==> config.mk <==
export PLATFORM = sky130hd
export DESIGN_NAME = router_rst_sequencer
export DESIGN_NICKNAME = d
export VERILOG_FILES = /design/src/rtl/router_pkg.sv /design/src/rtl/rst_seq_timer.sv /design/src/rtl/router_rst_sequencer.sv
export SDC_FILE = /design/constraint.sdc
export NUM_CORES = 1
export LEC_CHECK = 0
export CAP_MARGIN = 20
export CORE_ASPECT_RATIO = 0.5
export CORE_UTILIZATION = 40
export CTS_CLUSTER_DIAMETER = 150
export DETAILED_ROUTE_END_ITERATION = 8
export GPL_ROUTABILITY_DRIVEN = 0
export PLACE_DENSITY = 0.56
export SLEW_MARGIN = 10
export SYNTH_ARGS = -nofsm -noshare
export SYNTH_HDL_FRONTEND = slang
export SYNTH_SLANG_ARGS = --single-unit
export TNS_END_PERCENT = 30
==> constraint.sdc <==
create_clock -name CLK -period 2.81 [get_ports CLK]
set_input_delay 0.843 -clock CLK [delete_from_list [all_inputs] [get_ports CLK]]
set_output_delay 0.843 -clock CLK [all_outputs]
set_load 0.02 [all_outputs]
==> src/rtl/router_pkg.sv <==
// Shared types and constants for the router reset sequencer.
// Latency: none (declarations only).
// Backpressure: none.
package router_pkg;

  localparam int N_PORTS = 4;

  typedef enum logic [1:0] {
    RSQ_HOLD,
    RSQ_INIT,
    RSQ_PORTS,
    RSQ_READY
  } rst_seq_state_t;

  // Largest of three cycle limits, used to size the shared timer.
  function automatic int max3(input int a, input int b, input int c);
    int m;
    m = a;
    if (b > m) m = b;
    if (c > m) m = c;
    return m;
  endfunction

endpackage

==> src/rtl/rst_seq_timer.sv <==
// Loadable saturating up-counter with clear, enable and terminal-count flag.
// Latency: count visible the cycle after clear/load/enable; o_tc is combinational on the count.
// Backpressure: none; holds at i_term until cleared or loaded.
module rst_seq_timer #(
  parameter int W = 4
) (
  input  logic         i_clk,
  input  logic         i_srst,
  input  logic         i_clr,
  input  logic         i_en,
  input  logic         i_ld,
  input  logic [W-1:0] i_ld_val,
  input  logic [W-1:0] i_term,
  output logic         o_tc
);

  logic [W-1:0] r_cnt;

  // Count up to the terminal value and hold there; clear has priority over load.
  always_ff @(posedge i_clk) begin
    if (i_srst || i_clr) begin
      r_cnt <= '0;
    end else if (i_ld) begin
      r_cnt <= i_ld_val;
    end else if (i_en && (r_cnt < i_term)) begin
      r_cnt <= r_cnt + 1'b1;
    end
  end

  assign o_tc = (r_cnt == i_term);

endmodule

==> src/rtl/router_rst_sequencer.sv <==
// Staged reset release: hold all, release core, handshake table init, release ports one by one.
// Latency: HOLD_CYCLES + init wait + (N_PORTS-1)*STAGGER cycles from reset release to ready.
// Backpressure: waits on init_ack up to INIT_TIMEOUT cycles; sw_rst_req restarts at any time.
module router_rst_sequencer #(
  parameter int N_PORTS      = router_pkg::N_PORTS,
  parameter int HOLD_CYCLES  = 16,
  parameter int STAGGER      = 4,
  parameter int INIT_TIMEOUT = 1024
) (
  input  logic               CLK,
  input  logic               SRST,
  input  logic               sw_rst_req,
  input  logic               init_ack,
  output logic               core_srst,
  output logic [N_PORTS-1:0] port_srst,
  output logic               init_req,
  output logic               ready,
  output logic               init_err
);

  import router_pkg::*;

  localparam int CW = $clog2(max3(HOLD_CYCLES, STAGGER, INIT_TIMEOUT) + 1);

  rst_seq_state_t     r_state, w_nxt_state;
  logic               r_core, w_nxt_core;
  logic [N_PORTS-1:0] r_port, w_nxt_port;
  logic               r_req, w_nxt_req;
  logic               r_ready, w_nxt_ready;
  logic               r_err, w_nxt_err;
  logic               w_clr;
  logic               w_tc;
  logic [CW-1:0]      w_term;
  logic [N_PORTS-1:0] w_port_shift;
  logic               w_last;

  // Releasing a port clears the next-lowest bit still in reset.
  assign w_port_shift = r_port << 1;
  assign w_last       = (w_port_shift == '0);

  // Terminal count for the state being timed; the timer restarts on each state change.
  always_comb begin
    w_term = CW'(STAGGER - 1);
    case (r_state)
      RSQ_HOLD: w_term = CW'(HOLD_CYCLES - 1);
      RSQ_INIT: w_term = CW'(INIT_TIMEOUT - 1);
      default:  w_term = CW'(STAGGER - 1);
    endcase
  end

  rst_seq_timer #(.W(CW)) u_timer (
    .i_clk    (CLK),
    .i_srst   (SRST),
    .i_clr    (w_clr),
    .i_en     (1'b1),
    .i_ld     (1'b0),
    .i_ld_val ({CW{1'b0}}),
    .i_term   (w_term),
    .o_tc     (w_tc)
  );

  // Next state and next registered outputs; software reset overrides every state.
  always_comb begin
    w_nxt_state = r_state;
    w_nxt_core  = r_core;
    w_nxt_port  = r_port;
    w_nxt_req   = r_req;
    w_nxt_ready = r_ready;
    w_nxt_err   = r_err;
    w_clr       = 1'b0;
    if (sw_rst_req) begin
      w_nxt_state = RSQ_HOLD;
      w_nxt_core  = 1'b1;
      w_nxt_port  = '1;
      w_nxt_req   = 1'b0;
      w_nxt_ready = 1'b0;
      w_clr       = 1'b1;
    end else begin
      case (r_state)
        RSQ_HOLD: begin
          if (w_tc) begin
            w_nxt_state = RSQ_INIT;
            w_nxt_core  = 1'b0;
            w_nxt_req   = 1'b1;
            w_clr       = 1'b1;
          end
        end
        RSQ_INIT: begin
          // An ack on the timeout cycle still counts as a clean init.
          if (init_ack || w_tc) begin
            w_nxt_req   = 1'b0;
            w_nxt_err   = r_err | ~init_ack;
            w_nxt_port  = w_port_shift;
            w_nxt_state = w_last ? RSQ_READY : RSQ_PORTS;
            w_nxt_ready = w_last;
            w_clr       = 1'b1;
          end
        end
        RSQ_PORTS: begin
          if (w_tc) begin
            w_nxt_port  = w_port_shift;
            w_nxt_state = w_last ? RSQ_READY : RSQ_PORTS;
            w_nxt_ready = w_last;
            w_clr       = 1'b1;
          end
        end
        default: begin
        end
      endcase
    end
  end

  // State and output registers; SRST forces the full reset pattern and clears the error flag.
  always_ff @(posedge CLK) begin
    if (SRST) begin
      r_state <= RSQ_HOLD;
      r_core  <= 1'b1;
      r_port  <= '1;
      r_req   <= 1'b0;
      r_ready <= 1'b0;
      r_err   <= 1'b0;
    end else begin
      r_state <= w_nxt_state;
      r_core  <= w_nxt_core;
      r_port  <= w_nxt_port;
      r_req   <= w_nxt_req;
      r_ready <= w_nxt_ready;
      r_err   <= w_nxt_err;
    end
  end

  assign core_srst = r_core;
  assign port_srst = r_port;
  assign init_req  = r_req;
  assign ready     = r_ready;
  assign init_err  = r_err;

endmodule

==> results of run 1 <==
Yosys cell counts (4+ instances only):
master / number / area share
nor2_1: 12 / 0.035
inv_1: 5 / 0.015
ha_1: 14 / 0.14
a21oi_1: 4 / 0.016
nand2_1: 14 / 0.041
a211oi_1: 4 / 0.023
xnor2_1: 9 / 0.061
dfxtp_1: 21 / 0.33
nand3_1: 4 / 0.016
nor2_2: 4 / 0.019
mux2i_1: 6 / 0.047
path summary, 6_finish.rpt:
check / from / end / slack (ns) / cells after the start
max reg2reg: r_state[1] / u_timer.r_cnt[8] / 0.33 / 9
min: core_srst / core_srst / 0.45 / 2
max: r_state[1] / u_timer.r_cnt[8] / 0.33 / 9
min reg2reg: core_srst / core_srst / 0.45 / 2
layer usage:
layer / part of all wire / global-route usage / routed length, microns / vias up
li1: - / - / - / 506
met1: 0.52 / 0.218 / 1210 / 459
met2: 0.43 / 0.220 / 1010 / 16
met3: 0.042 / 0.0587 / 97 / 3
met4: 0.0043 / 0.0316 / 10 / 0
met5: 0 / 0 / 0 / -
cell type report:
type | count | area [sq um] | share of cell area
Multi-Input combinational cell | 102 | 827 | 0.552
Tap cell | 40 | 50.0 | 0.0334
Clock inverter | 1 | 7.51 | 0.00501
Clock buffer | 3 | 41.3 | 0.0276
Inverter | 5 | 18.8 | 0.0125
Timing Repair Buffer | 14 | 133 | 0.0886
Sequential cell | 21 | 420 | 0.281
where the power goes:
group          switching (mW)  total, mW  internal (mW)
clock network           0.108      0.208          0.100
registers             0.00248      0.301          0.299
logic                 0.00960     0.0182        0.00860
total                   0.120      0.528          0.408
stage by stage:
stage	hold WS (ns)	total power, mW	instances
floorplan	0.473	0.317	131
finish	0.446	0.528	186
global route	0.469	0.559	186
CTS	0.452	0.537	186
detailed placement	0.437	0.327	182
global placement	0.432	0.327	182
flip-flops by register name, summed over array words and instances (netlist names):
signal / count
port_srst: 4
ready: 1
r_state: 2
init_req: 1
core_srst: 1
init_err: 1
u_timer.r_cnt: 11
worst register-to-register path: cells and delay by family (launching register included):
family	cells	cell delay (ns)
AOI/OAI and AO/OA	3	0.93
adders and majority gates	2	0.49
DFF	1	0.46
buffers and inverters	2	0.29
xor gates and xnor gates	1	0.18
and+or+nand+nor	1	0.04
cell families after synthesis:
group	Yosys count	synth area share
DFF	21	0.327
xor gates and xnor gates	9	0.0613
buffers and inverters	8	0.0292
and+or+nand+nor	49	0.194
muxes	6	0.0467
AOI/OAI and AO/OA	24	0.205
adders and majority gates	14	0.136
cell usage in the layout (no fill, tap or decap), drive strengths merged, types with 4 or more instances in the layout:
| cell | instances |
|---|---|
| clkdlybuf4s50 | 11 |
| inv | 5 |
| nor3 | 4 |
| dfxtp | 21 |
| ha | 14 |
| nand3 | 4 |
| a211oi | 4 |
| xnor2 | 9 |
| nor2 | 16 |
| mux2i | 6 |
| nand2 | 14 |
| a2111oi | 4 |
| a21oi | 6 |
==> impl_metrics.py, run 1 <==
metrics = {
    "worst_hold_path": {
        "min_path_type": "reg -> reg",
    },
    "synth": {
        "ys_types": 34,
        "synth.ff_latch_count": 21,
        "syn_area_sq_um": 1280,
        "synth-edff-count": 0,
        "synth_warnings": 0,
        "ys_seq_area_frac": 0.327,
        "syn-num-nets": 149,
        "synth_cells": 131,
        "synth_ff_type": "dfxtp_1",
        "synth-async-reset-ratio": 0,
        "syn_avg_cell_area_sq_um": 9.81,
    },
    "grt": {
        "antenna_found_initial": 0,
        "grt_pass1_wl_microns": 3970,
        "grt_start_max_net_pins": 14,
        "grt_usage": 0.154,
        "grt_pass1_vias": 868,
        "grt-ovfl-total": 0,
    },
    "sta": {
        "final_hold_viol_count": 0,
        "fin_worst_skew_ns": 0.00660,
        "slew_viol_final": 0,
        "fin_ws_ns": 0.326,
        "tns_ns": 0,
        "min_period_ns": 2.48,
        "min_period_over_period": 0.884,
        "setup_viol": 0,
        "worstMarginPinSlew_ns": 0.413,
        "max-slew-margin-rel": 0.724,
        "rsz0062_at_grt": "false",
        "max_freq_ghz": 0.403,
    },
    "floorplan": {
        "rows": 14,
        "start_util": 0.424,
        "chipHeight_microns": 42.1,
        "fp.dieW_microns": 82.2,
        "die_area_sq_um": 3460,
        "core_sq_um": 3030,
        "ios": 12,
    },
    "clock_network": {
        "ctsRootBufferMaster": "clkbuf_8",
        "cts.hold.buffers_added": 0,
        "post-cts-setup-buffer-count": 0,
        "cts_tree": "yes",
        "worstSkewPairLatency_ns": 0.27,
        "cts_buffers": 3,
        "clk_pin_slew_ns": 0.09,
        "h-tree-depth": 1,
        "postCtsResizedCells": 0,
        "cts_max_path_buffers": 2,
        "clock-sinks": 21,
    },
    "critical_path": {
        "cp_slowest_cell": "dfxtp_1",
        "cpPeakStageDelay_ns": 0.46,
        "crit_family": "compound AO/OA/AOI/OAI gates",
        "criticalPathCategory": "reg -> reg",
        "cp.required_ns": 2.97,
        "cp.buffers_inverters": 2,
        "end_kind": "flip-flop",
        "worstPathMaxFanout": 9,
        "crit_chain": "inv_1 -> ha_1 -> inv_1 -> ha_1 -> a21oi_1 -> o221ai_4 -> a2111oi_2 -> xnor2_1 -> nor2_2",
        "cp-start-kind": "flip-flop",
        "cp.arrival_ns": 2.65,
    },
    "detailed_routing": {
        "via_per_inst": 5.29,
        "wire_per_inst_microns": 12.5,
        "drt-pass1-iter-count": 4,
        "postRouteAntennaNets": 0,
        "vias": 984,
        "drc": 0,
        "drt-total-wl_microns": 2330,
        "drt_iter0_drc": 21,
    },
    "placed_design": {
        "placed_area_sq_um": 1450,
        "place_hpwl_microns": 1720,
        "io_buffer_count": 11,
        "place_ws_ns": 0.356,
    },
    "final_layout": {
        "final_area_sq_um": 1500,
        "syn2layout_area_growth_pct": 16.6,
        "diodes": 0,
        "fillers": 296,
        "fin_nets": 165,
        "drive_gt1_frac": 0.151,
        "post-route-util": 0.494,
    },
    "power_and_ir_drop": {
        "p_leak_nw": 0.560,
        "pwr_density_cell_nw_per_um2": 352,
        "peakVddDrop_mv": 0.165,
    },
    "run_status": {
        "status": "completed",
    },
    "job": {
        "max_cap_violations": 0,
    },
}
Power figures use the tool's default switching activity.
==> run 2: changes to the inputs <==
- GPL_ROUTABILITY_DRIVEN: 0 -> default
==> results of run 2 <==
No change in the layout: final DEF, timing and power equal those of run 1.
